### src/rtl/sec_mem_req_arbiter_pkg.sv
// Shared definitions for the secure memory request arbiter: port ids,
// arbiter state encoding and the memory message field layout.
package sec_mem_req_arbiter_pkg;

    // Port ids; the id also travels in opaque bit SEC_ARB_OPQ_TAG_BIT
    localparam logic SEC_ARB_PORT_IMEM = 1'b0;
    localparam logic SEC_ARB_PORT_DMEM = 1'b1;

    typedef enum logic {
        SEC_ARB_IDLE   = 1'b0,
        SEC_ARB_LOCKED = 1'b1
    } sec_arb_state_e;

    // Bit of the opaque field that carries the issuing port id
    localparam int SEC_ARB_OPQ_TAG_BIT = 0;

    // Memory message fields, MSB first:
    //   request  = {type, opaque, addr, len, data}
    //   response = {type, opaque, len, data}
    localparam int MEM_TYPE_NBITS = 3;
    localparam int MEM_ADDR_NBITS = 32;
    localparam int MEM_LEN_NBITS  = 2;
    localparam int MEM_DATA_NBITS = 32;

    // Message widths excluding the opaque field
    localparam int MEM_REQ_FIXED_NBITS  = MEM_TYPE_NBITS + MEM_ADDR_NBITS
                                        + MEM_LEN_NBITS + MEM_DATA_NBITS;
    localparam int MEM_RESP_FIXED_NBITS = MEM_TYPE_NBITS + MEM_LEN_NBITS
                                        + MEM_DATA_NBITS;

    // LSB position of the opaque field inside each message
    localparam int MEM_REQ_OPQ_LSB  = MEM_ADDR_NBITS + MEM_LEN_NBITS + MEM_DATA_NBITS;
    localparam int MEM_RESP_OPQ_LSB = MEM_LEN_NBITS + MEM_DATA_NBITS;

endpackage

### src/rtl/sec_mem_req_arbiter_opq_fifo.sv
// Small in-order FIFO holding the original opaque values of in-flight
// requests for one port. The caller guarantees no push when full and
// no pop when empty (the outstanding counter gates both).
module sec_mem_req_arbiter_opq_fifo #(
    parameter int p_depth = 2,
    parameter int p_nbits = 8
)(
    input  logic               clk,
    input  logic               reset,
    input  logic               enq_val,
    input  logic [p_nbits-1:0] enq_msg,
    input  logic               deq_rdy,
    output logic [p_nbits-1:0] deq_msg
);

    localparam int PTR_W = (p_depth > 1) ? $clog2(p_depth) : 1;

    logic [p_nbits-1:0] mem [p_depth];
    logic [PTR_W-1:0]   wr_ptr;
    logic [PTR_W-1:0]   rd_ptr;

    function automatic logic [PTR_W-1:0] ptr_inc(input logic [PTR_W-1:0] p);
        return (p == PTR_W'(p_depth - 1)) ? '0 : p + PTR_W'(1);
    endfunction

    // Pointer bookkeeping; reset empties the queue
    always_ff @(posedge clk) begin
        if (reset) begin
            wr_ptr <= '0;
            rd_ptr <= '0;
        end else begin
            if (enq_val) wr_ptr <= ptr_inc(wr_ptr);
            if (deq_rdy) rd_ptr <= ptr_inc(rd_ptr);
        end
    end

    // Storage write; contents need no reset since pointers define validity
    always_ff @(posedge clk) begin
        if (enq_val) mem[wr_ptr] <= enq_msg;
    end

    assign deq_msg = mem[rd_ptr];

endmodule

### src/rtl/sec_mem_req_arbiter.sv
// Two-port (imem/dmem) arbiter in front of a single memory port.
// Round-robin grant, grant held while memory stalls, per-port limit on
// in-flight requests. Responses are steered back by opaque bit 0 and get
// their original opaque value restored from a per-port FIFO.
module sec_mem_req_arbiter
    import sec_mem_req_arbiter_pkg::*;
#(
    parameter int p_max_outstanding = 2,
    parameter int p_opaque_nbits    = 8
)(
    input  logic                                             clk,
    input  logic                                             reset,
    input  logic [MEM_REQ_FIXED_NBITS+p_opaque_nbits-1:0]    req0_msg,
    input  logic                                             req0_val,
    output logic                                             req0_rdy,
    input  logic                                             req0_domain,
    output logic [MEM_RESP_FIXED_NBITS+p_opaque_nbits-1:0]   resp0_msg,
    output logic                                             resp0_val,
    input  logic                                             resp0_rdy,
    input  logic [MEM_REQ_FIXED_NBITS+p_opaque_nbits-1:0]    req1_msg,
    input  logic                                             req1_val,
    output logic                                             req1_rdy,
    input  logic                                             req1_domain,
    output logic [MEM_RESP_FIXED_NBITS+p_opaque_nbits-1:0]   resp1_msg,
    output logic                                             resp1_val,
    input  logic                                             resp1_rdy,
    output logic [MEM_REQ_FIXED_NBITS+p_opaque_nbits-1:0]    memreq_msg,
    output logic                                             memreq_val,
    input  logic                                             memreq_rdy,
    output logic                                             memreq_domain,
    input  logic [MEM_RESP_FIXED_NBITS+p_opaque_nbits-1:0]   memresp_msg,
    input  logic                                             memresp_val,
    output logic                                             memresp_rdy
);

    localparam int CNT_W    = $clog2(p_max_outstanding + 1);
    localparam int TAG_REQ  = MEM_REQ_OPQ_LSB + SEC_ARB_OPQ_TAG_BIT;
    localparam int TAG_RESP = MEM_RESP_OPQ_LSB + SEC_ARB_OPQ_TAG_BIT;

    sec_arb_state_e      state_q, state_d;
    logic                lock_port_q;
    logic                rr_prio_q;
    logic [CNT_W-1:0]    cnt0_q, cnt1_q;
    logic                elig0, elig1;
    logic                gnt, gnt_val;
    logic                inc0, inc1;
    logic                resp_port, resp_live;
    logic                resp0_fire, resp1_fire;
    logic [p_opaque_nbits-1:0] head0, head1;

    // Eligibility and grant selection; LOCKED pins the grant to the stalled port
    always_comb begin
        elig0   = req0_val && (cnt0_q < CNT_W'(p_max_outstanding));
        elig1   = req1_val && (cnt1_q < CNT_W'(p_max_outstanding));
        gnt     = SEC_ARB_PORT_IMEM;
        if (state_q == SEC_ARB_LOCKED)  gnt = lock_port_q;
        else if (elig0 && elig1)        gnt = rr_prio_q;
        else if (elig1)                 gnt = SEC_ARB_PORT_DMEM;
        gnt_val = gnt ? elig1 : elig0;
    end

    // State register; the locked port is captured on every IDLE cycle
    always_ff @(posedge clk) begin
        if (reset) begin
            state_q     <= SEC_ARB_IDLE;
            lock_port_q <= SEC_ARB_PORT_IMEM;
        end else begin
            state_q <= state_d;
            if (state_q == SEC_ARB_IDLE) lock_port_q <= gnt;
        end
    end

    // Next state: lock on a presented-but-stalled request, release on fire
    always_comb begin
        state_d = state_q;
        case (state_q)
            SEC_ARB_IDLE:   if (gnt_val && !memreq_rdy) state_d = SEC_ARB_LOCKED;
            SEC_ARB_LOCKED: if (!gnt_val || memreq_rdy) state_d = SEC_ARB_IDLE;
        endcase
    end

    // Request-side outputs; opaque tag bit replaced by the granted port id
    always_comb begin
        memreq_val    = !reset && gnt_val;
        req0_rdy      = !reset && gnt_val && memreq_rdy && (gnt == SEC_ARB_PORT_IMEM);
        req1_rdy      = !reset && gnt_val && memreq_rdy && (gnt == SEC_ARB_PORT_DMEM);
        memreq_msg    = gnt ? req1_msg : req0_msg;
        memreq_msg[TAG_REQ] = gnt;
        memreq_domain = gnt ? req1_domain : req0_domain;
        inc0          = req0_val && req0_rdy;
        inc1          = req1_val && req1_rdy;
    end

    // Response steering; a response for a port with nothing in flight is swallowed
    always_comb begin
        resp_port   = memresp_msg[TAG_RESP];
        resp_live   = resp_port ? (cnt1_q != '0) : (cnt0_q != '0);
        resp0_val   = !reset && memresp_val && resp_live && (resp_port == SEC_ARB_PORT_IMEM);
        resp1_val   = !reset && memresp_val && resp_live && (resp_port == SEC_ARB_PORT_DMEM);
        memresp_rdy = !reset && (resp_live ? (resp_port ? resp1_rdy : resp0_rdy) : 1'b1);
        resp0_msg   = memresp_msg;
        resp0_msg[MEM_RESP_OPQ_LSB +: p_opaque_nbits] = head0;
        resp1_msg   = memresp_msg;
        resp1_msg[MEM_RESP_OPQ_LSB +: p_opaque_nbits] = head1;
        resp0_fire  = resp0_val && resp0_rdy;
        resp1_fire  = resp1_val && resp1_rdy;
    end

    // Round-robin pointer moves to the other port after each request fire
    always_ff @(posedge clk) begin
        if (reset)              rr_prio_q <= SEC_ARB_PORT_IMEM;
        else if (inc0 || inc1)  rr_prio_q <= ~gnt;
    end

    // Outstanding counters; simultaneous issue and return cancel out
    always_ff @(posedge clk) begin
        if (reset) begin
            cnt0_q <= '0;
            cnt1_q <= '0;
        end else begin
            cnt0_q <= cnt0_q + CNT_W'(inc0) - CNT_W'(resp0_fire);
            cnt1_q <= cnt1_q + CNT_W'(inc1) - CNT_W'(resp1_fire);
        end
    end

    sec_mem_req_arbiter_opq_fifo #(
        .p_depth (p_max_outstanding),
        .p_nbits (p_opaque_nbits)
    ) u_opq_fifo0 (
        .clk     (clk),
        .reset   (reset),
        .enq_val (inc0),
        .enq_msg (req0_msg[MEM_REQ_OPQ_LSB +: p_opaque_nbits]),
        .deq_rdy (resp0_fire),
        .deq_msg (head0)
    );

    sec_mem_req_arbiter_opq_fifo #(
        .p_depth (p_max_outstanding),
        .p_nbits (p_opaque_nbits)
    ) u_opq_fifo1 (
        .clk     (clk),
        .reset   (reset),
        .enq_val (inc1),
        .enq_msg (req1_msg[MEM_REQ_OPQ_LSB +: p_opaque_nbits]),
        .deq_rdy (resp1_fire),
        .deq_msg (head1)
    );

    // A response must belong to a port with a request in flight
    a_resp_has_owner: assert property (@(posedge clk) disable iff (reset)
        memresp_val |-> resp_live);

endmodule

### config.mk
export PLATFORM = sky130hd
export DESIGN_NAME = sec_mem_req_arbiter
export DESIGN_NICKNAME = d
export VERILOG_FILES = /design/src/rtl/sec_mem_req_arbiter_pkg.sv /design/src/rtl/sec_mem_req_arbiter_opq_fifo.sv /design/src/rtl/sec_mem_req_arbiter.sv
export SDC_FILE = /design/constraint.sdc
export NUM_CORES = 1
export LEC_CHECK = 0
export CAP_MARGIN = 5
export CELL_PAD_IN_SITES_DETAIL_PLACEMENT = 0
export CELL_PAD_IN_SITES_GLOBAL_PLACEMENT = 2
export CORE_ASPECT_RATIO = 0.8
export CORE_UTILIZATION = 14
export DETAILED_ROUTE_END_ITERATION = 6
export GPL_TIMING_DRIVEN = 0
export PLACE_DENSITY = 0.87
export SETUP_SLACK_MARGIN = 0.05
export SYNTH_ARGS = -nofsm -noshare
export SYNTH_HDL_FRONTEND = slang
export SYNTH_SLANG_ARGS = --single-unit
### constraint.sdc
create_clock -name clk -period 1.92 [get_ports clk]
set_input_delay 0.288 -clock clk [delete_from_list [all_inputs] [get_ports clk]]
set_output_delay 0.288 -clock clk [all_outputs]
set_load 0.02 [all_outputs]
# Word level (Yosys, flattened, before mapping)
# Memory sizes are Yosys's and may differ from the RTL's. A register that Yosys moved wholly into a read port is not among the register bits.
# Cells that the tools add are included.
classes:
  n_addsub: 8
  n_lt_le_gt_ge: 2
  mux: 24
  bitwise: 3
  reduce_logical: 24
ops:
  columns: ["operator", "count"]
  rows:
  - ["$mux 77", 1]
  - ["$mux 1", 22]
  - ["$logic_and 1x1->1", 17]
  - ["$add 1x1->1 const B", 4]
  - ["$add 2x1->2", 2]
  - ["$lt 2x2->1 const B", 2]
  - ["$reduce_bool 2->1", 2]
  - ["$sub 2x1->2", 2]
  - ["$logic_not 1->1", 3]
  - ["$not 1->1", 3]
  - ["$logic_or 1x1->1", 2]
  - ["$pmux 1 s2", 1]
totals:
  register_bits: 11
  ram_bits: 32
  inputBits: 209
  word_cells: 72
  n_memories: 2
memory_table:
  columns: ["name", "depth", "width", "rd", "rd_ports_with_merged_regs", "wr", "line_no", "rtl"]
  rows:
  - ["u_opq_fifo0.mem", 2, 8, 1, 1, 1, "sec_mem_req_arbiter_opq_fifo.sv:18", "logic [p_nbits-1:0] mem [p_depth];"]
  - ["u_opq_fifo1.mem", 2, 8, 1, 1, 1, "sec_mem_req_arbiter_opq_fifo.sv:18", null]

# Depth between registers and ports, before layout
depth:
  depth_word: 12
  ltp_mapped: 10
  depth_no_buf: 9

# Modules after synthesis
# A second synthesis with hierarchy kept.
unflattened:
  cells_unflattened: 284
  hier_area_um2: 3739.8
by_module_without_submodules:
  columns: ["module", "n_inst", "cells_per_inst", "area_per_inst_um2", "seq_area_each_um2"]
  rows:
  - ["sec_mem_req_arbiter", 1, 214, 2313.5, 140.1]
  - ["sec_mem_req_arbiter_opq_fifo", 2, 35, 713.2, 540.5]

# Worst setup path after synthesis
# Ideal clock, no wire load.
synth_timing:
  kind: "register to register"
  start: "reg state_q"
  end: "reg cnt1_q[0]"
  setup_time_ns: 0.128
  t_arrival_ns: 1.914
  slack_ns: -0.122
  path_stages_with_launch: 10
  path_buffers: 1
  path_cell_list: "dfxtp_1 or3b_4 o21a_4 inv_12 buf_12 nand2_1 ha_1 inv_1 ha_1 nor2b_1"
synth_between:
  elab_chain_cells: 8
synth_rtl:
  columns: ["element", "line_no", "rtl"]
  rows:
  - ["start: declaration", "sec_mem_req_arbiter.sv:40", "sec_arb_state_e state_q, state_d;"]
  - ["start signal: assignment", "sec_mem_req_arbiter.sv:68", "state_q <= state_d;"]
  - ["$mux 1 (*)", "sec_mem_req_arbiter.sv:56", "if (state_q == SEC_ARB_LOCKED) gnt = lock_port_q;"]
  - ["via gnt", "sec_mem_req_arbiter.sv:45", "logic gnt, gnt_val;"]
  - ["$mux 1", "sec_mem_req_arbiter.sv:59", "gnt_val = gnt ? elig1 : elig0;"]
  - ["$logic_and 1x1->1 (2 in series)", "sec_mem_req_arbiter.sv:86", "req1_rdy = !reset && gnt_val && memreq_rdy && (gnt == SEC_ARB_PORT_DMEM);"]
  - ["$logic_and 1x1->1 (*)", "sec_mem_req_arbiter.sv:86", null]
  - ["$logic_and 1x1->1 (*)", "sec_mem_req_arbiter.sv:91", "inc1 = req1_val && req1_rdy;"]
  - ["$add 2x1->2 (*)", "sec_mem_req_arbiter.sv:122", "cnt1_q <= cnt1_q + CNT_W'(inc1) - CNT_W'(resp1_fire);"]
  - ["$sub 2x1->2 (*)", "sec_mem_req_arbiter.sv:122", null]
  - ["end signal: assignment", "sec_mem_req_arbiter.sv:122", null]
  - ["end: declaration", "sec_mem_req_arbiter.sv:43", "logic [CNT_W-1:0] cnt0_q, cnt1_q;"]
# Mark *: on every way through the listed nets, which the timed path passes. The rest lies on a longest branch.
# A chain may end at the register's enable or synchronous reset.

# Final worst setup path
layout_timing:
  start: "reg cnt1_q[1]"
  end: "out memreq_msg[6]"
layout_between:
  elab_chain_cells: 6
  word_cells_on_any_way: 7
layout_rtl:
  columns: ["element", "line_no", "rtl"]
  rows:
  - ["$lt 2x2->1 (*)", "sec_mem_req_arbiter.sv:54", "elig1 = req1_val && (cnt1_q < CNT_W'(p_max_outstanding));"]
  - ["$logic_and 1x1->1 (*)", "sec_mem_req_arbiter.sv:54", null]
  - ["$mux 1 / $logic_and 1x1->1 (equally long branches)", "sec_mem_req_arbiter.sv:58, sec_mem_req_arbiter.sv:57", null]
  - ["$mux 1 (*)", "sec_mem_req_arbiter.sv:57", "else if (elig0 && elig1) gnt = rr_prio_q;"]
  - ["$mux 1 (*)", "sec_mem_req_arbiter.sv:56", null]
  - ["$mux 77 (*)", "sec_mem_req_arbiter.sv:87", "memreq_msg = gnt ? req1_msg : req0_msg;"]
  - ["end: declaration", "sec_mem_req_arbiter.sv:27", "output logic [MEM_REQ_FIXED_NBITS+p_opaque_nbits-1:0] memreq_msg,"]
# Mark *: on every way between the ends. The rest lies on a longest branch, timed or not.

==> impl_results.md <==
- H-tree depth: 2
- Switch share: 30.61%
- Most common cell after layout, fill and taps aside: clkdlybuf4s50_1
- Drt drc: 0
- WP data required: 1.63 ns
- Syn Std Cell Area: 0.003767 sq mm
- Hold Violations, Final: 0
- PwrDens: 514.0 mW/mm^2
- Switch Pwr: 1.322 mW
- Initial Util: 14.31%
- Die area: 0.02757 sq mm
- Area Growth Syn to Fin: 123.1%
- Cts bufs inserted: 5
- VDD IR-drop max: 0.2604 mV
- RSZ-0062 raised after global routing: yes
- # setup viols final: 93
- Post-synth EDFFs: 32
- Total Routing Usage GR: 11.36%
- CP arrival: 2.15 ns
- Share of cells above drive strength 1: 48.84%
- #FFs+latches synth: 45
- CP startpoint kind: flop
- Net Count, Synth: 510
- Drt first pass iters: 4
- Synth Instances: 297
- Flop pwr share: 25.3%
- Vias in the first global route: 3660
- I/O Buffers: 337
- Worst rel slew slack: 68.59%
- Final net count: 900
- Crit. End Element: output port
- Longest Clk Path Bufs: 2
- Worst-path maximum fanout: 7
- Clock Power Share: 19.6%
- Fill cells: 2730
- Hold crit path type: primary input to flop
- Grt total ovfl: 0
- Yosys cell types: 38
- Core ar.: 0.02633 sq mm
- Synth async-reset ratio: 0%
- Multi-input logic area: 0.001836 sq mm
- FF+latch area: 0.001235 sq mm
- Final period utilization: 126.8%
- Violated checks: negative setup slack
- Leak: 3.582 nW
- Outcome: finished, violations left
- Clk sinks: 45
- Slew @ Worst Pin: 0.4680 ns
- First-pass GRT wire length: 22760 um
- CTS root buffer: clkbuf_16
- Clock slew at reported path FFs: 0.07 ns
- Syn_area_per_cell: 12.68 sq um
- Met2 Resource Use GR: 18.93%
- Vias: 3625
- Post-route ant nets: 0
- Pint: 2.997 mW
- HPWL Detailed: 13270 um
- Number of vias per cell: 3.469
- Die W: 185.4 um
- GR Layer Usage met1: 14.63%
- Chip height: 148.7 um
- GRT Max-Usage Layer: met2
- Highest clock rate: 410.9 MHz
- TritonCTS clock tree: done
- Clk Latency, worst-skew pair: 0.29 ns
- Synth Flop Type: edfxtp_1
- Final setup margin: -0.5136 ns
- Max-cap viol count: 0
- Final Power: 4.320 mW
- Setup Skew: 0.005968 ns
- Final wirelength: 16890 um
- Initial antenna violation count: 1
- Routability cong.: 0.7237
- ANT cells: 0
- DRT iter0 DRCs: 70
- Met3 usage: 2.914%
- Most frequent cells in the layout: clkdlybuf4s50_1 (233), buf_4 (94), buf_6 (79)
- Max-slew violations: 0
- Routed wire per std cell: 16.16 um
- Core Rows: 53
- CP Class: flop to output port
- Sequential fraction of the synthesis area: 32.41%
- Combinational share of power: 55.1%
- Pin count of the biggest net entering global routing: 15
- Synth warnings: 0
- Placed Area: 0.007605 sq mm
- Final Cell Area: 0.008404 sq mm
- I/O pin cnt: 383
- Minimum clock period: 2.434 ns
==> layout make-up <==
cell class	count	area share, %
timing repair buffer	385	47.25
tap	357	5.315
clock inverter	2	0.1787
sequential	45	14.69
inverter	9	0.5508
multi-input combinational	156	21.84
buffer	84	8.501
clock buffer	6	1.533
timing repair inverter	1	0.1340
==> per-layer routing <==
metal / up-vias / routed length, um
li1: 1766 / -
met1: 1681 / 7145
met2: 167 / 8345
met3: 9 / 1248
met4: 2 / 133
met5: - / 13
==> power groups by stage <==
stage | sequential [mW] | combinational, mW | clock (mW)
after floorplan | 1.11 | 1.09 | 0
after global placement | 1.11 | 2.09 | 0
after detailed placement | 1.11 | 2.09 | 0
after CTS | 1.09 | 2.25 | 0.887
after global routing | 1.10 | 2.50 | 0.929
final | 1.09 | 2.38 | 0.847
==> cells in the mapped netlist (4+ instances only) <==
library cell	number	share of area, %
mux2_4	76	30
buf_4	75	15
edfxtp_1	32	26
mux2_2	17	5.1
dfxtp_1	13	6.9
nor2_1	12	1.2
buf_12	8	4.3
inv_1	8	0.80
nor2b_1	6	1.0
a21oi_1	5	0.66
clkbuf_1	4	0.40
ha_1	4	1.3
nand2_1	4	0.40
o21ai_0	4	0.53
==> path summary, 6_finish.rpt <==
check                                   startpoint             to  slack [ns]  cells after the start
worst max-delay path                     cnt1_q[1]  memreq_msg[6]       -0.51                      8
worst min-delay path                         reset        state_q        0.36                      2
worst max register to register           cnt1_q[1]      cnt1_q[0]       -0.38                     11
worst min register to register  u_opq_fifo0.rd_ptr           flop        0.51                      2
==> state kept, by name, summed over array words and instances, names as in the netlist, named ones only <==
| register | cells |
|---|---|
| u_opq_fifo0.mem | 16 |
| u_opq_fifo1.mem | 16 |
| u_opq_fifo0.rd_ptr | 1 |
| cnt0_q | 2 |
| u_opq_fifo1.wr_ptr | 1 |
| state_q | 1 |
| u_opq_fifo0.wr_ptr | 1 |
| u_opq_fifo1.rd_ptr | 1 |
| lock_port_q | 1 |
| rr_prio_q | 1 |
| cnt1_q | 2 |
==> critical path, stage by stage (launching register included) <==
cell and delay (ns):
dfxtp_4 0.35, or3b_4 0.38, o21a_4 0.27, inv_12 0.10, buf_12 0.11, buf_8 0.11
buf_4 0.11, mux2_4 0.29, buf_6 0.13
==> cell families (layout without fill, tap and decap cells) <==
logic type / count (synthesis) / in the layout / synth area share [%]
xor gates and xnor gates: 4 / 4 / 0.9301
AOI/OAI and AO/OA: 19 / 19 / 3.853
buffers and inverters: 96 / 487 / 20.82
and+or+nand+nor: 34 / 34 / 4.749
muxes: 95 / 95 / 35.90
DFF: 45 / 45 / 32.41
adders and majority gates: 4 / 4 / 1.329
==> stage by stage <==
stage                     setup WS, ns  setup TNS, ns  cells  util, %  hold WS (ns)
final                          -0.5136         -37.10   1045    31.92        0.3579
after global routing           -0.5664         -41.83   1045    31.92        0.4233
after CTS                      -0.5749         -38.48   1030    30.72        0.5134
after detailed placement        -1.050        -103.42    992    28.89        0.4919
after global placement          -1.295        -110.14    991    28.82        0.4785
after floorplan                -0.1167        -0.8192    297        -        0.3636
==> what timing repair did <==
action                                  4_1_cts  5_1_grt
setup buffers                                29       17
hold buffers                                  0        0
pin swaps                                     1        6
cloned                                        4        2
endpoints found under the setup margin      128      112
gates resized for setup                     463       78
No activity file was read; power rests on OpenSTA's default activity.
